===== src/rtl/fetch_unit_pkg.sv =====
// rtl/fetch_unit_pkg.sv - shared fetch state encoding and program counter width
package fetch_unit_pkg;

  // Program counter width shared with the instruction ROM and branch LUT
  localparam int PC_W_DEFAULT = 10;

  typedef enum logic [1:0] {
    IDLE   = 2'd0,
    RUN    = 2'd1,
    HALTED = 2'd2
  } fetch_state_t;

endpackage


===== src/rtl/fetch_unit.sv =====
// rtl/fetch_unit.sv - program counter, fetch sequencer and retired-instruction counter
module fetch_unit
  import fetch_unit_pkg::*;
#(
  parameter int PC_W       = PC_W_DEFAULT,
  parameter int START_ADDR = 0,
  parameter int CNT_W      = 16
) (
  input  logic             Clk,
  input  logic             Reset,
  input  logic             Start,
  input  logic             BranchEn,
  input  logic             ConditionBranch,
  input  logic             CondFlag,
  input  logic [PC_W-1:0]  Target,
  input  logic             Halt,
  output logic [PC_W-1:0]  ProgCtr,
  output logic             Running,
  output logic             Done,
  output logic [CNT_W-1:0] InstrCount
);

  localparam logic [PC_W-1:0] START_PC = PC_W'(START_ADDR);

  fetch_state_t     r_state;
  logic [PC_W-1:0]  r_pc;
  logic [CNT_W-1:0] r_count;

  logic             w_taken;
  logic             w_cnt_sat;
  logic [CNT_W-1:0] w_count_inc;
  logic [PC_W-1:0]  w_pc_next;

  // Branch resolves in the same cycle: decoder inputs come straight from ROM[ProgCtr]
  assign w_taken     = BranchEn & (~ConditionBranch | CondFlag);
  // Counter sticks at all-ones rather than wrapping
  assign w_cnt_sat   = &r_count;
  assign w_count_inc = w_cnt_sat ? r_count : r_count + 1'b1;
  // Target is absolute; sequential fetch wraps naturally at 2^PC_W
  assign w_pc_next   = w_taken ? Target : r_pc + 1'b1;

  // Sequencer: state, PC and retire counter advance together; Start is ignored in RUN
  always_ff @(posedge Clk or negedge Reset) begin
    if (!Reset) begin
      r_state <= IDLE;
      r_pc    <= START_PC;
      r_count <= '0;
    end else begin
      case (r_state)
        IDLE, HALTED: begin
          if (Start) begin
            r_state <= RUN;
            r_pc    <= START_PC;
            r_count <= '0;
          end
        end
        RUN: begin
          r_count <= w_count_inc;
          if (Halt) begin
            r_state <= HALTED;
          end else begin
            r_pc <= w_pc_next;
          end
        end
        default: begin
          r_state <= IDLE;
          r_pc    <= START_PC;
          r_count <= '0;
        end
      endcase
    end
  end

  assign ProgCtr    = r_pc;
  assign InstrCount = r_count;
  assign Running    = (r_state == RUN);
  assign Done       = (r_state == HALTED);

endmodule


===== config.mk =====
export PLATFORM = sky130hd
export DESIGN_NAME = fetch_unit
export DESIGN_NICKNAME = d
export VERILOG_FILES = /design/src/rtl/fetch_unit_pkg.sv /design/src/rtl/fetch_unit.sv
export SDC_FILE = /design/constraint.sdc
export NUM_CORES = 1
export LEC_CHECK = 0
export ABC_AREA = 0
export CELL_PAD_IN_SITES_DETAIL_PLACEMENT = 0
export CELL_PAD_IN_SITES_GLOBAL_PLACEMENT = 1
export CORE_UTILIZATION = 35
export CTS_CLUSTER_SIZE = 8
export DETAILED_ROUTE_END_ITERATION = 12
export PLACE_DENSITY_LB_ADDON = 0.05
export SKIP_CTS_REPAIR_TIMING = 1
export SYNTH_ARGS = -nofsm -noshare
export SYNTH_HDL_FRONTEND = slang
export SYNTH_SLANG_ARGS = --single-unit

===== constraint.sdc =====
create_clock -name Clk -period 2.8 [get_ports Clk]
set_input_delay 0.84 -clock Clk [delete_from_list [all_inputs] [get_ports Clk]]
set_output_delay 0.84 -clock Clk [all_outputs]
set_load 0.02 [all_outputs]

Yosys cells after proc, flatten, opt, wreduce, memory -nomap -nowiden
Cells that the tools add are included.
- register bits: 28
- word-level logic and storage cells: 30
- add/sub/neg operators: 2
- equal/unequal tests: 6
- muxes and demuxes: 10
- bitwise logic cells: 3
- reductions and logical operators: 6
- operator list (cell ; count):
    two-way mux 16 bit ; 2
    one-hot mux 16 bit (2 select lines) ; 1
    two-way mux 10 bit ; 3
    one-hot mux 10 bit (2 select lines) ; 1
    adder 16 x 1 -> 16 bit (second input constant) ; 1
    AND reduction 16 bit ; 1
    adder 10 x 1 -> 10 bit (second input constant) ; 1
    inequality test 2 bit (second input constant) ; 4
    AND reduction 2 bit ; 3
    two-way mux 2 bit ; 2
    one-hot mux 2 bit (2 select lines) ; 1
    == test 2 x 1 -> 1 bit (second input constant) ; 1
    == test 2 bit (second input constant) ; 1
    zero test 2 bit ; 1
    OR reduction 2 bit ; 1
    bitwise AND 1 bit ; 1
    inverter 1 bit ; 1
    bitwise OR 1 bit ; 1

Depth between registers and ports, before layout
- word-level depth: 6
- depth in mapped cells: 6

Least setup slack after synthesis
No wires, ideal clock.
- path type: register to output
- start: reg r_state[1]
- end: out Running
- data arrival time: 1022 ps
- required time: 1960 ps
- path slack: 938 ps
- cell stages (with the launch flop): 5
- path buffers: 2
- cell sequence: dfrtp_1 -> nand2b_1 -> buf_2 -> inv_1 -> buf_2
- cells in the longest elaborated chain, start to end: 1
- ends and longest elaborated chain (what ; line ; text):
    start, declared ; fetch_unit.sv:25 ; fetch_state_t r_state;
    start signal, assigned ; fetch_unit.sv:45 ; r_state <= IDLE;
    start signal, assigned ; fetch_unit.sv:52 ; r_state <= RUN;
    start signal, assigned ; fetch_unit.sv:60 ; r_state <= HALTED;
    == test 2 x 1 -> 1 bit ; fetch_unit.sv:76 ; assign Running = (r_state == RUN);
    end, declared ; fetch_unit.sv:18 ; output logic Running,
No other way between the ends.

Worst setup path after layout
- start: reg r_state[0]
- end: out Running
Same word-level chain as after synthesis.

==> results.txt <==
Yosys reg bits -> 28
Yosys cell types -> 51
Arr. time, crit path -> 1.63 ns
Pleak -> 0.8791 nW
Most common cell after layout, fill and taps aside -> clkdlybuf4s50_1
Syn Area/Cell -> 8.791 µm²
Vias in the first global route -> 1,579
Via count -> 1,680
GR peak layer -> met2
Clock period minus worst slack -> 2.474 ns
Setup_tns -> 0 ns
Initial antenna violation count -> 0
H-tree levels -> 1
Met2 global-route usage -> 30.26%
Reg2reg path depth -> 5
Reg-to-Reg Start -> InstrCount[0]
Skew final -> 0.001653 ns
Initial Util -> 37.47%
Max IR drop VDD -> 0.3247 mV
Area added between synthesis and finish -> 33.14%
Yosys warns -> 0
# port buffers -> 44
Fin area -> 2247 µm²
Routed WL -> 4612 µm
DRC Markers -> 0
Core Area -> 4504 µm²
R2r setup slk -> 0.90 ns
Seq/Total Area, Yosys -> 41.51%
Gr ovfl total -> 0
Pwr dens -> 504.5 nW/µm²
Die W -> 71.45 µm
Post-DRT Antenna Nets -> 0
Root Buffer -> clkbuf_8
Drt wl/cell -> 15.96 µm
Placed instance count -> 286
Die area -> 5104 µm²
Synth Net Count -> 211
Worst R2R End -> InstrCount[1]
Drt initial violations -> 107
Crit path to -> Running
Post-DP HPWL -> 3220 µm
Post-layout power -> 1.134 mW
Slew Limit Headroom -> 64.97%
Asr flop ratio synth -> 100.0%
Fin crit share -> 88.34%
Most frequent cells in the layout -> clkdlybuf4s50_1, dfrtp_1, a21oi_1, nand2_1, inv_1
Final setup viols -> 0
Drt pass-1 iters -> 5
Critical Path Fanout Max -> 8
Io pins -> 45
Num CTS Buffers -> 3
Final nets -> 258
GRT Overall Usage -> 18.73%
M1 GR Usage -> 27.00%
Share of cells above drive strength 1 -> 7.173%
Clock-pin slew on the worst setup and hold paths -> 0.09 ns
Status -> completed
Fillcell total -> 434
Pin count of the biggest net entering global routing -> 29
Measured slew at the worst slew-check pin -> 0.5238 ns
Clk Latency, worst-skew pair -> 0.27 ns
Main synth FF type -> dfrtp_1
Global Route met3 Usage -> 2.250%
Final weighted congestion in routability-driven placement -> 0.8130
Synth Instances -> 192
Number of flops mapped to enable cells by yosys -> 0
WHS -> 0.5428 ns
First-pass GRT wire length -> 7679 µm
Hold violation total from the final report -> 0
Rows -> 24
Slew Limit Fails -> 0
CTS Buffer Depth -> 2
FMAX -> 404.3 MHz
RSZ-0062 raised after global routing -> false
Placed cell areas -> 2206 µm²
Crit Path Class -> flip-flop to output port
Die Span Y -> 71.45 µm
CP endpoint kind -> output port
Final std cells w/o fill -> 289
Synth area leaders -> dfrtp_1, a21oi_1, o21ai_0, nand2_1, nand3_1
Worst hold path type -> flip-flop to flip-flop
Required time of the critical path -> 1.96 ns
Max-cap viol count -> 0
Via density -> 5.813
CTS Sinks -> 28
Antenna Cells -> 0
Area leader, netlist -> dfrtp_1
Synth top area share -> 41.51%
Mapped cell area -> 1688 µm²
Worst setup path start -> r_state[0]
TritonCTS clock tree -> yes
Startpoint types -> flip-flop
[worst max-delay path, cell delays in order (launching register included)]
cell,delay [ns]
dfrtp_1,0.50
nand2b_1,0.14
inv_1,0.12
clkdlybuf4s50_1,0.61
[power by group]
group / switching [mW] / total (mW) / internal [mW]
combinational: 0.216 / 0.397 / 0.181
sequential: 0.0681 / 0.518 / 0.449
clock: 0.122 / 0.219 / 0.0966
[registers in the layout, indices dropped and copies added (netlist names)]
name	flops
r_state	2
ProgCtr	10
InstrCount	16
[worst min path at each step]
stage                           from    endpoint  depth (start not counted)
final                     ProgCtr[8]  ProgCtr[8]                          1
after global routing      ProgCtr[8]  ProgCtr[8]                          1
after CTS                 ProgCtr[8]  ProgCtr[8]                          1
after detailed placement  ProgCtr[8]  ProgCtr[8]                          1
after global placement    ProgCtr[8]  ProgCtr[8]                          1
after floorplan           r_state[1]  r_state[1]                          1
[cell type report]
class / count / area (µm²) / share of cell area, %
clock buffer: 3 / 41.29 / 1.837
timing repair buffer: 50 / 485.5 / 21.60
inverter: 12 / 45.04 / 2.004
tap: 52 / 65.06 / 2.895
sequential: 28 / 700.7 / 31.18
multi-input combinational: 144 / 909.6 / 40.48
[stage by stage]
step	setup slack (ns)	util, %
floorplan	0.9376	-
global placement	0.3255	48.97
detailed placement	0.2730	48.97
CTS	0.3374	49.89
global route	0.2465	49.89
finish	0.3264	49.89
[routing by layer]
metal	vias up	part of all wire, %
li1	822	-
met1	812	52
met2	44	43
met3	2	4.4
met4	0	0.41
met5	-	0
[synth_stat cells (all sizes together), types with 3 or more instances]
library cell	count
nand2b	3
dfrtp	28
a211oi	3
nor4	6
clkbuf	6
and3	3
nand4	6
nor2	9
a31oi	3
inv	12
o31ai	3
nor3	8
nand3	9
o21ai	12
nand2	14
o22ai	5
a21oi	19
mux2i	3
and4	3
[cell families after synthesis]
group                      count (synthesis)  synth area share, %
and+or+nand+nor                           70                23.06
xor gates and xnor gates                   1               0.5190
adders and majority gates                  2                1.482
DFF                                       28                41.51
buffers and inverters                     20                4.596
AOI/OAI and AO/OA                         67                26.39
muxes                                      4                2.446
Note: power is estimated with default switching activity, not from simulation.
==> patch 1: new RTL, config.mk and constraints unchanged <==
Change the parameter `CNT_W` from 16 to 24.
--- a/src/rtl/fetch_unit.sv
+++ b/src/rtl/fetch_unit.sv
@@ -5,5 +5,5 @@
   parameter int PC_W       = PC_W_DEFAULT,
   parameter int START_ADDR = 0,
-  parameter int CNT_W      = 16
+  parameter int CNT_W      = 24
 ) (
   input  logic             Clk,
Ports: changed (resized InstrCount); port bits go from 45 to 53. No check against the original RTL was run, so the function may have changed too.
==> patch 1 against the original RTL <==
  * Setup slack improved by 0.053 ns
  * Synthesized cell count rose by 24%
  * Wire length is 34% higher
  * Register-to-register slack worse by 0.26 ns
  * Non-clock buffer count is 9 higher
  * Utilization decreased by 1.2 points
  * Total power is 46% higher
  * Via count increased by 24%
  * Sequential power up 29%
  * Area after synthesis rose by 28%
  * Highest routed layer unchanged
  * Hold slack lost 0.017 ns
  * Sequential cell count up 8
  * Combinational power increased by 31%
  * Design area up 28%
==> patch 1: results (changes against the original RTL) <==
{
  "worst-endpoint-arrival": {"value": 1.58, "unit": "ns", "change": "was 1.63 ns"},
  "synthXorXnorAreaFrac": {"value": 0, "unit": "%", "change": "was 0.5189%"},
  "net-switching-power": {"value": 579.8, "unit": "uW", "change": "was 406.7 uW"},
  "status": {"value": "complete, no violations", "change": "unchanged"},
  "detail_route.first_pass.iterations": {"value": 4, "change": "was 5"},
  "post_synth_num_cell_types": {"value": 53, "change": "was 51"},
  "critical_path_peak_fanout": {"value": 3, "change": "was 8"},
  "synth.area.top_cells": {"value": "sky130_fd_sc_hd__dfrtp_1, sky130_fd_sc_hd__a21oi_1, sky130_fd_sc_hd__o21ai_0", "change": "unchanged"},
  "post-place-cells": {"value": 361, "change": "was 286"},
  "vdd.ir_drop.worst": {"value": 0.0002975, "unit": "V", "change": "was 0.0003247 V"},
  "first_iter_violations": {"value": 110, "change": "was 107"},
  "cts_max_level": {"value": 2, "change": "was 1"},
  "dpl.hpwl": {"value": 4237, "unit": "um", "change": "was 3220 um"},
  "synthesis.area_per_instance": {"value": 9.004, "unit": "sq um", "change": "was 8.791 sq um"},
  "grt_usage": {"value": 20.09, "unit": "%", "change": "was 18.73%"},
  "synth_fa_ha_area_share": {"value": 1.163, "unit": "%", "change": "was 1.483%"},
  "leakage": {"value": 1.189, "unit": "nW", "change": "was 0.8791 nW"},
  "place_congestion": {"value": 0.8046, "change": "was 0.8130"},
  "post_synth_mux_area_share": {"value": 1.453, "unit": "%", "change": "was 2.446%"},
  "flip_flop_count_of_the_largest_register_after_layout": {"value": 24, "change": "was 16"},
  "fill_cells": {"value": 578, "change": "was 434"},
  "worst_skew_pair.late_latency": {"value": 0.29, "unit": "ns", "change": "was 0.27 ns"},
  "grt_pass1_wl": {"value": 9942, "unit": "um", "change": "was 7679 um"},
  "viasPerCell": {"value": 5.626, "change": "was 5.813"},
  "post-place-ws": {"value": 0.2897, "unit": "ns", "change": "was 0.2730 ns"},
  "cts-buffers-inserted": {"value": 5, "change": "was 3"},
  "detail_route.wl_per_cell": {"value": 16.72, "unit": "um", "change": "was 15.96 um"},
  "portBuffers": {"value": 52, "change": "was 44"},
  "synth_compound_area_share": {"value": 28.26, "unit": "%", "change": "was 26.39%"},
  "synth_commonest_cells": {"value": "sky130_fd_sc_hd__dfrtp_1, sky130_fd_sc_hd__a21oi_1, sky130_fd_sc_hd__nand2_1", "change": "unchanged"},
  "first_global_vias": {"value": 1979, "change": "was 1579"},
  "finish.net_count": {"value": 312, "change": "was 258"},
  "layout.cells.non_filler": {"value": 369, "change": "was 289"},
  "clock-skew-final": {"value": 0.006653, "unit": "ns", "change": "was 0.001653 ns"},
  "grt_max_degree": {"value": 37, "change": "was 29"}
}
patch 1: changes by cell type after synthesis, sizes merged, moves of 5 or more:
cell	before	now
nand2	14	23
o22ai	5	0
and3	3	8
inv	12	7
dfrtp	28	36
o21ai	12	22
nor2	9	14
a31oi	3	11
nor3	8	2
patch 1: worst max-delay path: stages, from the launching register on:
cell and delay, ns:
sky130_fd_sc_hd__dfrtp_1 0.40, sky130_fd_sc_hd__nand2b_1 0.18, sky130_fd_sc_hd__inv_1 0.10, sky130_fd_sc_hd__clkdlybuf4s50_1 0.61
patch 1: metrics by stage:
step | instance area [sq um] | power (mW)
4_1_cts | 2884 | 1.674
2_1_floorplan | 2152 | 0.9451
5_1_grt | 2884 | 1.743
6_report | 2884 | 1.653
3_3_place_gp | 2773 | 1.198
3_5_place_dp | 2773 | 1.202
patch 1: cells by family after synthesis:
| group | count (synthesis) |
|---|---|
| compound gates | 91 |
| fa+ha+maj | 2 |
| buf+inv | 19 |
| flops | 36 |
| mux | 3 |
| simple gates | 88 |
patch 1: layer usage:
layer,global-route usage (%),share of wire [%]
met4,4.821,0.53
met5,0,0
met2,31.44,46
met1,28.61,51
met3,3.409,3.1
patch 1: layout make-up:
type / instances / area, sq um / area share, %
Clock buffer: 5 / 68.82 / 2.386
Timing Repair Buffer: 59 / 580.6 / 20.13
Multi-Input combinational cell: 184 / 1171 / 40.61
Inverter: 7 / 26.28 / 0.9111
Sequential cell: 36 / 900.9 / 31.24
Clock inverter: 3 / 42.54 / 1.475
Tap cell: 75 / 93.84 / 3.254
patch 1: power by group through the flow:
stage               Combinational (mW)  Clock, mW  Sequential (mW)
finish                           0.519      0.464            0.670
global route                     0.563      0.495            0.684
CTS                              0.526      0.477            0.671
detailed placement               0.522          0            0.680
global placement                 0.517          0            0.681
floorplan                        0.221          0            0.724
patch 1: final timing paths:
path	start	endpoint	slack, ns	cells past startpoint
min in group asynchronous	Reset	InstrCount[11]$_DFFE_PN0P_	0.65	1
max reg2reg	InstrCount[0]$_DFFE_PN0P_	InstrCount[22]$_DFFE_PN0P_	0.64	6
max in group asynchronous	Reset	ProgCtr[6]$_DFFE_PN0P_	1.61	1
min	r_state[1]$_DFFE_PN0P_	r_state[1]$_DFFE_PN0P_	0.53	1
max	r_state[1]$_DFFE_PN0P_	Running	0.38	3
min reg2reg	r_state[1]$_DFFE_PN0P_	r_state[1]$_DFFE_PN0P_	0.53	1
==> patch 2: new RTL, same flow settings <==
Without the edit above. Re-encode `fetch_state_t` (3 states) as one-hot, 3 bits wide.
--- a/src/rtl/fetch_unit_pkg.sv
+++ b/src/rtl/fetch_unit_pkg.sv
@@ -5,8 +5,8 @@
   localparam int PC_W_DEFAULT = 10;
 
-  typedef enum logic [1:0] {
-    IDLE   = 2'd0,
-    RUN    = 2'd1,
-    HALTED = 2'd2
+  typedef enum logic [2:0] {
+    IDLE   = 3'b001,
+    RUN    = 3'b010,
+    HALTED = 3'b100
   } fetch_state_t;
 
Function: same outputs for any inputs over 10 cycles, from zero or initial values and one cycle with Reset low; not proved beyond that.
==> patch 2 against the original RTL <==
  * Fmax fell by 7.2%
  * Highest routed layer unchanged
  * Setup slack worse by 0.19 ns
  * Total power rose by 17%
  * Design area up 8.6%
  * Sequential share of layout area decreased by 1.4 points
  * Sequential cell count rose by 1
  * Wire length decreased by 1.1%
  * Synthesized cell count increased by 3.6%
  * Area after synthesis is 4.4% higher
  * Final cell count increased by 13%
  * Clock power grew 56%
  * Via count increased by 0.54%
  * Sequential power decreased by 3%
  * Count of clock-buffer cells in the layout up 5
  * Largest cell class unchanged
==> patch 2: results (changes against the original RTL) <==
{
  "status": {"value": "complete, no violations", "change": "unchanged"},
  "fill_cells": {"value": 460, "change": "was 434"},
  "totalWireLength": {"value": 4561, "unit": "um", "change": "was 4612 um"},
  "vdd.ir_drop.worst": {"value": 0.0002828, "unit": "V", "change": "was 0.0003247 V"},
  "cts-buffers-inserted": {"value": 5, "change": "was 3"},
  "number_of_vias_after_detailed_routing": {"value": 1689, "change": "was 1680"},
  "crit_path_top_delay_cell": {"value": "sky130_fd_sc_hd__clkdlybuf4s50_1", "change": "unchanged"},
  "post_synth_num_cell_types": {"value": 41, "change": "was 51"},
  "tightestPinTransition": {"value": 0.5394, "unit": "ns", "change": "was 0.5238 ns"},
  "post-place-cells": {"value": 318, "change": "was 286"},
  "postSynthNetCount": {"value": 218, "change": "was 211"},
  "grt_pass1_wl": {"value": 7728, "unit": "um", "change": "was 7679 um"},
  "crit-reg2reg-capture": {"value": "InstrCount[11]$_DFFE_PN0P_", "change": "was InstrCount[1]$_DFFE_PN0P_"},
  "grt_max_degree": {"value": 30, "change": "was 29"},
  "synth_sequential_area_ratio": {"value": 41.26, "unit": "%", "change": "was 41.51%"},
  "cts_max_level": {"value": 2, "change": "was 1"},
  "detail_route.first_pass.iterations": {"value": 4, "change": "was 5"},
  "first_global_vias": {"value": 1573, "change": "was 1579"},
  "cp-startpoint": {"value": "r_state[1]$_DFFE_PN0P_", "change": "was r_state[0]$_DFFE_PN0P_"},
  "worst_skew_pair.late_latency": {"value": 0.29, "unit": "ns", "change": "was 0.27 ns"},
  "worst_hold_path_type": {"value": "register to register", "change": "unchanged"},
  "reg2reg_setup_slack": {"value": 0.73, "unit": "ns", "change": "was 0.90 ns"},
  "finish.net_count": {"value": 277, "change": "was 258"},
  "first_iter_violations": {"value": 100, "change": "was 107"},
  "place_congestion": {"value": 0.8542, "change": "was 0.8130"},
  "grt_usage": {"value": 19.33, "unit": "%", "change": "was 18.73%"},
  "synth_commonest_cells": {"value": "sky130_fd_sc_hd__dfrtp_1, sky130_fd_sc_hd__nand2_1, sky130_fd_sc_hd__a21oi_1, sky130_fd_sc_hd__mux2i_1, sky130_fd_sc_hd__inv_1", "change": "was sky130_fd_sc_hd__dfrtp_1, sky130_fd_sc_hd__a21oi_1, sky130_fd_sc_hd__nand2_1"},
  "layout.cells.non_filler": {"value": 326, "change": "was 289"},
  "post_route_cells_drive_above_1_share": {"value": 10.81, "unit": "%", "change": "was 7.173%"},
  "dpl.hpwl": {"value": 3414, "unit": "um", "change": "was 3220 um"},
  "antenna_found_initial": {"value": 0, "change": "unchanged"},
  "clock-skew-final": {"value": 0.009650, "unit": "ns", "change": "was 0.001653 ns"},
  "worst-endpoint-arrival": {"value": 1.83, "unit": "ns", "change": "was 1.63 ns"},
  "synth.area.top_cells": {"value": "sky130_fd_sc_hd__dfrtp_1, sky130_fd_sc_hd__mux2i_1, sky130_fd_sc_hd__nand2_1", "change": "was sky130_fd_sc_hd__dfrtp_1, sky130_fd_sc_hd__a21oi_1, sky130_fd_sc_hd__o21ai_0"}
}
## patch 2: changes by cell type after synthesis, sizes merged, moves of 4 or more
cell    unedited run  this run
mux2i              3        14
or3                1         5
a21oi             19        15
o21ai             12         8
nand2             14        23
nand2b             3         8
## patch 2: final cells by class
| type | instances | share of cell area [%] |
|---|---|---|
| Clock buffer | 8 | 3.282 |
| Tap cell | 67 | 3.436 |
| Sequential cell | 29 | 29.79 |
| Multi-Input combinational cell | 153 | 39.74 |
| Timing Repair Buffer | 56 | 21.74 |
| Inverter | 13 | 2.000 |
## patch 2: logic make-up after synthesis
logic type | Yosys count | synth area share, %
buffers and inverters | 17 | 3.692
and+or+nand+nor | 84 | 26.14
xor gates and xnor gates | 1 | 0.4972
DFF | 29 | 41.26
adders and majority gates | 2 | 1.420
muxes | 15 | 8.806
AOI/OAI and AO/OA | 51 | 18.18
## patch 2: worst reg2reg max path, stage by stage (launching register included)
cell and delay, ns:
sky130_fd_sc_hd__dfrtp_1 0.42, sky130_fd_sc_hd__ha_1 0.25, sky130_fd_sc_hd__and4_1 0.24, sky130_fd_sc_hd__nor4b_4 0.17, sky130_fd_sc_hd__buf_4 0.18, sky130_fd_sc_hd__or4_2 0.60
sky130_fd_sc_hd__a21oi_1 0.16
## patch 2: stage by stage
step | instance area, sq um | worst slack (ns)
6_report | 2440 | 0.1346
5_1_grt | 2440 | 0.03354
4_1_cts | 2440 | 0.1196
3_5_place_dp | 2360 | 0.1776
3_3_place_gp | 2360 | 0.2291
2_1_floorplan | 1762 | 0.5672
## patch 2: worst min path at each step
stage	to	from	cells past startpoint	slack, ns
6_report	r_state[2]$_DFFE_PN0P_	r_state[0]$_DFFE_PN1P_	1	0.52
5_1_grt	r_state[2]$_DFFE_PN0P_	r_state[0]$_DFFE_PN1P_	1	0.57
4_1_cts	r_state[2]$_DFFE_PN0P_	r_state[0]$_DFFE_PN1P_	1	0.53
3_5_place_dp	r_state[2]$_DFFE_PN0P_	r_state[0]$_DFFE_PN1P_	1	0.51
3_3_place_gp	r_state[2]$_DFFE_PN0P_	r_state[0]$_DFFE_PN1P_	1	0.51
2_1_floorplan	r_state[2]$_DFFE_PN0P_	r_state[0]$_DFFE_PN1P_	1	0.49
## patch 2: power by group through the flow
stage	combinational, mW	sequential, mW	clock [mW]
after floorplan	0.254	0.521	0
after global placement	0.479	0.511	0
after detailed placement	0.483	0.513	0
after CTS	0.485	0.506	0.346
after global routing	0.528	0.513	0.370
final	0.479	0.505	0.341
## patch 2: metal layers
| metal | routed length, um | up-vias | global-route usage [%] |
|---|---|---|---|
| met5 | 0 | - | 0 |
| met4 | 69 | 0 | 7.625 |
| met3 | 172 | 6 | 4.144 |
| met2 | 1934 | 36 | 27.62 |
| met1 | 2385 | 789 | 28.27 |
| li1 | - | 858 | - |
